## src/rtl/ifu_fetch.sv

```systemverilog
// Instruction fetch stage: takes one PC at a time, issues a single-beat read,
// and holds the extracted 32-bit instruction with its PC and fault code until decode takes it.
`timescale 1ns/1ps

module ifu_fetch #(
  parameter int ADDR_W = 64,
  parameter int DATA_W = 64,
  parameter int INST_W = 32
) (
  input  logic              i_clk,
  input  logic              i_rst,
  input  logic [ADDR_W-1:0] i_pc,
  input  logic              i_pc_valid,
  output logic              o_pc_ready,
  input  logic              i_flush,
  output logic              o_req_valid,
  input  logic              i_req_ready,
  output logic [ADDR_W-1:0] o_req_addr,
  input  logic              i_rsp_valid,
  input  logic [DATA_W-1:0] i_rsp_data,
  input  logic              i_rsp_err,
  output logic              o_rsp_ready,
  output logic              o_inst_valid,
  input  logic              i_inst_ready,
  output logic [INST_W-1:0] o_inst,
  output logic [ADDR_W-1:0] o_inst_pc,
  output logic [1:0]        o_fault
);

  typedef enum logic [2:0] {
    IDLE,
    REQ,
    WAIT,
    HOLD,
    DRAIN
  } state_e;

  localparam logic [1:0] FAULT_NONE     = 2'd0;
  localparam logic [1:0] FAULT_MISALIGN = 2'd1;
  localparam logic [1:0] FAULT_BUS      = 2'd2;

  state_e            state;
  state_e            state_next;
  logic              flush_pend;
  logic              flush_pend_next;
  logic [ADDR_W-1:0] pc_q;
  logic              accept;
  logic              misaligned;
  logic              load_rsp;

  // o_pc_ready doubles as the PC unit's write enable, so it must never rise under reset or flush.
  assign o_pc_ready   = !i_rst && !i_flush &&
                        ((state == IDLE) || ((state == HOLD) && i_inst_ready));
  assign accept       = o_pc_ready && i_pc_valid;
  assign misaligned   = |i_pc[1:0];
  assign load_rsp     = (state == WAIT) && i_rsp_valid && !i_flush;

  assign o_req_valid  = !i_rst && (state == REQ);
  assign o_req_addr   = {pc_q[ADDR_W-1:3], 3'b000};
  assign o_rsp_ready  = !i_rst && ((state == WAIT) || (state == DRAIN));
  assign o_inst_valid = !i_rst && (state == HOLD);

  always_comb begin
    // NOTE: every variable written here gets a default first, so no path can infer a latch.
    state_next      = state;
    flush_pend_next = flush_pend;
    unique case (state)
      IDLE: begin
        if (accept) state_next = misaligned ? HOLD : REQ;
      end
      REQ: begin
        // The request is never withdrawn; a flush only decides where the response ends up.
        if (i_req_ready) begin
          state_next      = (flush_pend || i_flush) ? DRAIN : WAIT;
          flush_pend_next = 1'b0;
        end else if (i_flush) begin
          flush_pend_next = 1'b1;
        end
      end
      WAIT: begin
        if (i_rsp_valid)  state_next = i_flush ? IDLE : HOLD;
        else if (i_flush) state_next = DRAIN;
      end
      HOLD: begin
        if (i_flush)           state_next = IDLE;
        else if (i_inst_ready) state_next = accept ? (misaligned ? HOLD : REQ) : IDLE;
      end
      DRAIN: begin
        if (i_rsp_valid) state_next = IDLE;
      end
      default: state_next = IDLE;
    endcase
  end

  // NOTE: sequential state uses non-blocking assignments so all registers update together on the edge.
  always_ff @(posedge i_clk) begin
    if (i_rst) begin
      state      <= IDLE;
      flush_pend <= 1'b0;
      pc_q       <= '0;
      o_inst     <= '0;
      o_inst_pc  <= '0;
      o_fault    <= FAULT_NONE;
    end else begin
      state      <= state_next;
      flush_pend <= flush_pend_next;
      if (accept) pc_q <= i_pc;
      if (accept && misaligned) begin
        o_inst    <= '0;
        o_inst_pc <= i_pc;
        o_fault   <= FAULT_MISALIGN;
      end else if (load_rsp) begin
        o_inst    <= pc_q[2] ? i_rsp_data[INST_W +: INST_W] : i_rsp_data[0 +: INST_W];
        o_inst_pc <= pc_q;
        o_fault   <= i_rsp_err ? FAULT_BUS : FAULT_NONE;
      end
    end
  end

endmodule

```

## config.mk

```make
export PLATFORM = sky130hd
export DESIGN_NAME = ifu_fetch
export DESIGN_NICKNAME = d
export VERILOG_FILES = /design/src/rtl/ifu_fetch.sv
export SDC_FILE = /design/constraint.sdc
export NUM_CORES = 1
export LEC_CHECK = 0
export CAP_MARGIN = 40
export CELL_PAD_IN_SITES_DETAIL_PLACEMENT = 0
export CELL_PAD_IN_SITES_GLOBAL_PLACEMENT = 2
export CORE_MARGIN = 2
export CORE_UTILIZATION = 21
export DETAILED_ROUTE_END_ITERATION = 12
export HOLD_SLACK_MARGIN = 0.02
export PLACE_DENSITY = 0.73
export RECOVER_POWER = 100
export SYNTH_ARGS = -nofsm -noshare
export SYNTH_HDL_FRONTEND = slang
export SYNTH_SLANG_ARGS = --single-unit
```

## constraint.sdc

```tcl
create_clock -name i_clk -period 1.8 [get_ports i_clk]
set_clock_uncertainty 0.05 [all_clocks]
set_input_delay 0.27 -clock i_clk [delete_from_list [all_inputs] [get_ports i_clk]]
set_output_delay 0.27 -clock i_clk [all_outputs]
set_load 0.005 [all_outputs]
```

Yosys cells after proc, flatten, opt, wreduce, memory -nomap -nowiden
Index checks and enable logic that the tools add are counted.
W data, S select, Z words.
{"block": "totals", "in_bits": 136, "wordCells": 58, "out_inout_bits": 166, "reg_bits": 166}
{"block": "op_classes", "muxes": 20, "n_eq_ne": 9, "n_reduce_logical": 22}
{"operator": "$mux W64", "count": 2}
{"operator": "$mux W32", "count": 1}
{"operator": "$mux W3", "count": 8}
{"operator": "$pmux W3 S5", "count": 1}
{"operator": "$logic_and A1 B1 Y1", "count": 10}
{"operator": "$mux W2", "count": 4}
{"operator": "$eq A3 B2 Y1 const B", "count": 2}
{"operator": "$ne A2 B2 Y1 const B", "count": 3}
{"operator": "$ne A3 B3 Y1 const B", "count": 2}
{"operator": "$reduce_and A5 Y1", "count": 1}
{"operator": "$mux W1", "count": 4}
{"operator": "$reduce_bool A2 Y1", "count": 2}
{"operator": "$reduce_or A2 Y1", "count": 2}
{"operator": "$eq A3 B1 Y1 const B", "count": 1}
{"operator": "$eq A3 B3 Y1 const B", "count": 1}
{"operator": "$logic_not A3 Y1", "count": 1}
{"operator": "$logic_or A1 B1 Y1", "count": 3}
{"operator": "$logic_not A1 Y1", "count": 2}
{"operator": "$reduce_and A2 Y1", "count": 1}

Logic depth before layout (Yosys ltp)
{"block": "depth", "word_depth": 9, "ltp_mapped": 7, "depth_no_buf": 4}

Least setup slack after synthesis
No wires, ideal clock.
{"block": "synth_path", "path_type": "input to register", "from": "in i_flush", "to": "reg o_inst_pc[10]", "path_stages": 7, "slack_ns": -0.083, "setup_time_ns": 0.089, "required_ns": 1.661, "t_arrival_ns": 1.744, "path_cell_list": "buf_6 or4b_4 a211o_1 buf_6 buf_6 buf_6 a311oi_2"}
{"block": "synth_between", "elab_chain_cells": 6, "elab_cells_between_ends": 8}
{"item": "start, declared", "line": "15", "text": "input logic i_flush,"}
{"item": "$logic_not A1 Y1 *", "line": "52, 56"}
{"item": "$logic_and A1 B1 Y1 (2 in a row)", "line": "52", "text": "assign o_pc_ready = !i_rst && !i_flush &&"}
{"item": "$logic_and A1 B1 Y1", "line": "54", "text": "assign accept = o_pc_ready && i_pc_valid;"}
{"item": "$logic_and A1 B1 Y1", "line": "108", "text": "if (accept && misaligned) begin"}
{"item": "$mux W64 / $reduce_bool A2 Y1 (equally long branches)"}
{"item": "end signal, assigned", "line": "110", "text": "o_inst_pc <= i_pc;"}
{"item": "end signal, assigned", "line": "114", "text": "o_inst_pc <= pc_q;"}
{"item": "end, declared", "line": "26", "text": "output logic [ADDR_W-1:0] o_inst_pc,"}
Every way passes the cells marked *; elsewhere a longest branch is shown, timed or not.
A chain may end at the register's enable or synchronous reset.

Final worst setup path
{"block": "layout_path", "from": "reg state[2]", "to": "reg o_inst_pc[12]"}
{"block": "layout_between", "elab_chain_cells": 7, "elab_cells_between_ends": 12}
{"item": "start, declared", "line": "42", "text": "state_e state;"}
{"item": "start signal, assigned", "line": "105", "text": "state <= state_next;"}
{"item": "$eq A3 B2 Y1", "line": "53", "text": "((state == IDLE) || ((state == HOLD) && i_inst_ready));"}
{"item": "$logic_and A1 B1 Y1", "line": "53"}
{"item": "$logic_or A1 B1 Y1", "line": "53"}
{"item": "$logic_and A1 B1 Y1", "line": "52"}
{"item": "$logic_and A1 B1 Y1", "line": "54"}
{"item": "$logic_and A1 B1 Y1", "line": "108"}
{"item": "$mux W64 / $reduce_bool A2 Y1 (equally long branches)"}
Parallel ways exist; a longest one is shown, timed or not.

==> reports/results.tsv <==
stage	metric	value	unit
logic_synthesis	netlist.area_leader.share	0.448	
layout	nets	1311	
logic_synthesis	yosysMostFrequentCell	nand2_1	
grt	grt_max_degree	52	
sta	fmax	503	MHz
clock_tree	clkSlewWorstSetupHoldPaths	0.07	ns
logic_synthesis	postSynth.asyncResetShare	0	
logic_synthesis	seq_area_frac_synth	0.448	
drt	dr.first_iter.drc_count	276	
layout	fin_util	0.371	
run	cap_violations	0	
power_and_ir_drop	internal-power	8.11	mW
worst_setup_path	crit_chain	or4b_4, a211o_4, clkbuf_16, nor2_4, a311oi_2	
logic_synthesis	avgSynthCellArea	8.23	µm²
floorplanning	ios	302	
grt	grt_use_total	0.147	
drt	ant_nets	0	
worst_setup_path	cpLargestDelayFamily	simple AND/OR/NAND/NOR gates	
run_status	status	finished, violations left	
worst_setup_path	rr_worst_depth	5	
sta	timing.slew.headroom	0.487	
clock_tree	clock_path_buffers	2	
sta	maxSlewViolCount	0	
drt	routed_wl	31600	µm
place	port_buffers	298	
sta	period_needed	1.99	ns
layout	num_antenna_cells	0	
sta	rsz0062_at_grt	true	
floorplanning	rows	68	
sta	finalHoldViolations	0	
clock_tree	worstSkewPairLatency	0.44	ns
hold_path	min_to	state[0]	
clock_tree	root_buffer	clkbuf_16	
power_and_ir_drop	ir_worst_vdd	0.000692	V
drt	wl_per_cell	19.2	µm
sta	setup-violations-final	163	
floorplanning	die_h	192	µm
logic_synthesis	synth_top_area_cell	dfxtp_1	
layout	area_growth	73.7	%
place	placedCellCount	1573	
logic_synthesis	synthTopCellsByArea	dfxtp_1 (45%), nand2_1 (13%), buf_4 (6.5%), a311oi_2 (5.9%), nor2_1 (5.3%)	
logic_synthesis	ys.flop_type	dfxtp_1	
layout	drive_gt1_frac	0.249	
power_and_ir_drop	switching_share	0.313	
logic_synthesis	synth_cell_types	37	
worst_setup_path	slowest_stage	or4b_4	
power_and_ir_drop	power	11.8	mW
logic_synthesis	synthTopCellsByCount	nand2_1 (258), dfxtp_1 (166), nor2_1 (104)	
place	gp_congestion	0.757	
drt	via_count	7395	
logic_synthesis	synth_edf_count	0	
worst_setup_path	regToRegStartpoint	state[2]	
grt	first_global_vias	6892	
clock_tree	cts_inserted_buffers	17	
worst_setup_path	critical_path_arrival	2.23	ns
clock_tree	cts_tree	built	
worst_setup_path	max_stage_delay	0.58	ns
worst_setup_path	crit_path_max_fanout	7	
layout	instances_no_fill	1643	
power_and_ir_drop	p_per_area	915	nW/µm²
grt	grt_pass1_wl	40800	µm
clock_tree	cts_htree_levels	4	
power_and_ir_drop	combPwrFrac	0.322	
worst_setup_path	crit_required	2.04	ns
floorplanning	initial_core_util	0.214	
worst_setup_path	critPathBufInv	1	
hold_path	min-delay-start	i_rst	
logic_synthesis	ys_ff_latch	166	
power_and_ir_drop	power_frac_clock	0.315	
logic_synthesis	ys_warn_count	0	
floorplanning	fp.dieW	192	µm
worst_setup_path	critical_path_class	reg -> reg	
sta	final.period_utilization	1.10	
run_status	violations	negative setup slack	
worst_setup_path	reg2reg_slack	-0.19	ns
sta	max_slew.worst_pin.slew	0.769	ns
power_and_ir_drop	seqPwrFrac	0.363	
worst_setup_path	end_kind	flop	
floorplanning	die_area	36900	µm²
sta	finalWorstSetupSlack	-0.186	ns
power_and_ir_drop	cellLeakagePower	4.29	nW
power_and_ir_drop	switchingPower	3.69	mW
worst_setup_path	startpoint_type	flop	
logic_synthesis	synthCells	902	
worst_setup_path	reg2reg_to	o_inst_pc[12]	
grt	antenna_found_initial	0	
drt	via_per_inst	4.50	
grt	overflow	0	
drt	drtPass1Iterations	4	
logic_synthesis	syn-cell-area	7420	µm²
drt	drc	0	
hold_path	holdPathStages	3	
floorplanning	core_area	34700	µm²
hold_path	hold_path.class	in -> reg	
place	hpwl	18600	µm
clock_tree	clock-sinks	166	
## layout by cell type (no fill, tap or decap), drive strengths merged, types with 2 or more instances in the layout
| master | n |
|---|---|
| clkinv | 4 |
| inv | 6 |
| a211o | 5 |
| clkinvlp | 3 |
| o2bb2ai | 3 |
| nor4 | 2 |
| clkbuf | 37 |
| nand2b | 4 |
| nor3b | 2 |
| a311oi | 62 |
| clkdlybuf4s50 | 293 |
| buf | 78 |
| or2 | 2 |
| nand2 | 258 |
| mux2i | 32 |
| a221oi | 2 |
| a21oi | 71 |
| dfxtp | 166 |
| nor2 | 104 |
| nor3 | 3 |
| a211oi | 33 |
| conb | 3 |
## kinds of logic (layout without fill, tap and decap cells)
logic type,Yosys count,after routing,share of synthesized area
AND/OR/NAND/NOR,381,381,0.200
other,1,3,0.000505
flip-flops,166,166,0.448
XOR/XNOR,1,1,0.00118
AO/OA/AOI/OAI,180,183,0.195
buffers and inverters,141,422,0.112
multiplexers,32,32,0.0431
## registers in the layout, indices dropped and copies added (netlist names)
| register | flops |
|---|---|
| o_fault | 2 |
| o_inst | 32 |
| state | 3 |
| o_inst_pc | 64 |
| flush_pend | 1 |
| pc_q | 64 |
## metrics by stage
step	setup TNS (ns)	setup WS, ns	hold slack (ns)	cell area [µm²]
2_1_floorplan	-2.76	-0.0826	0.317	7430
3_3_place_gp	-63.68	-0.542	0.391	10800
3_5_place_dp	-65.59	-0.572	0.398	10800
4_1_cts	-11.93	-0.122	0.125	11700
5_1_grt	-27.36	-0.242	0.168	12900
6_report	-21.39	-0.186	0.171	12900
## repair_timing
item | CTS | global route
setup buffers | 4 | 4
pin swaps | 0 | 31
gates cloned | 7 | 25
hold buffers | 0 | 0
endpoints found under the setup margin | 164 | 166
resized for setup | 52 | 166
## worst max path at each step
stage          slack (ns)    startpoint            end  depth (start not counted)
2_1_floorplan       -0.08       i_flush  o_inst_pc[10]                          7
4_1_cts             -0.12      state[1]     o_pc_ready                          3
5_1_grt             -0.24      state[2]  o_inst_pc[61]                          4
3_3_place_gp        -0.54  i_inst_ready     o_pc_ready                          4
6_report            -0.19      state[2]  o_inst_pc[12]                          5
3_5_place_dp        -0.57  i_inst_ready     o_pc_ready                          4
## worst reg2reg max path, delay by kind of cell, from the launching register on
family / cells / cell delay [ns]
AO/OA/AOI/OAI: 2 / 0.51
buffers and inverters: 1 / 0.23
flip-flops: 1 / 0.37
AND/OR/NAND/NOR: 2 / 0.68
## cell type report
type                            count  area (µm²)
Clock buffer                       20         467
Tap cell                          455         569
Inverter                            2        7.51
Timing Repair Buffer              388        4400
Sequential cell                   166        3330
Fill cell                        3587       21800
Multi-Input combinational cell    600        4000
Clock inverter                     12         115
## power groups by stage
stage	clock, mW	sequential [mW]	combinational (mW)
floorplan	0	4.32	1.32
global placement	0	4.34	2.94
detailed placement	0	4.35	2.93
CTS	3.87	4.27	3.18
global route	4.00	4.33	4.06
finish	3.72	4.28	3.80
## per-layer routing
layer | part of all wire | vias to the layer above | GRT usage | routed length (µm)
li1 | - | 3572 | - | -
met1 | 0.43 | 3538 | 0.178 | 13500
met2 | 0.48 | 257 | 0.241 | 15300
met3 | 0.071 | 28 | 0.0523 | 2240
met4 | 0.020 | 0 | 0.0490 | 622
met5 | 0 | - | 0 | 0
(Power assumes the default switching activity.)
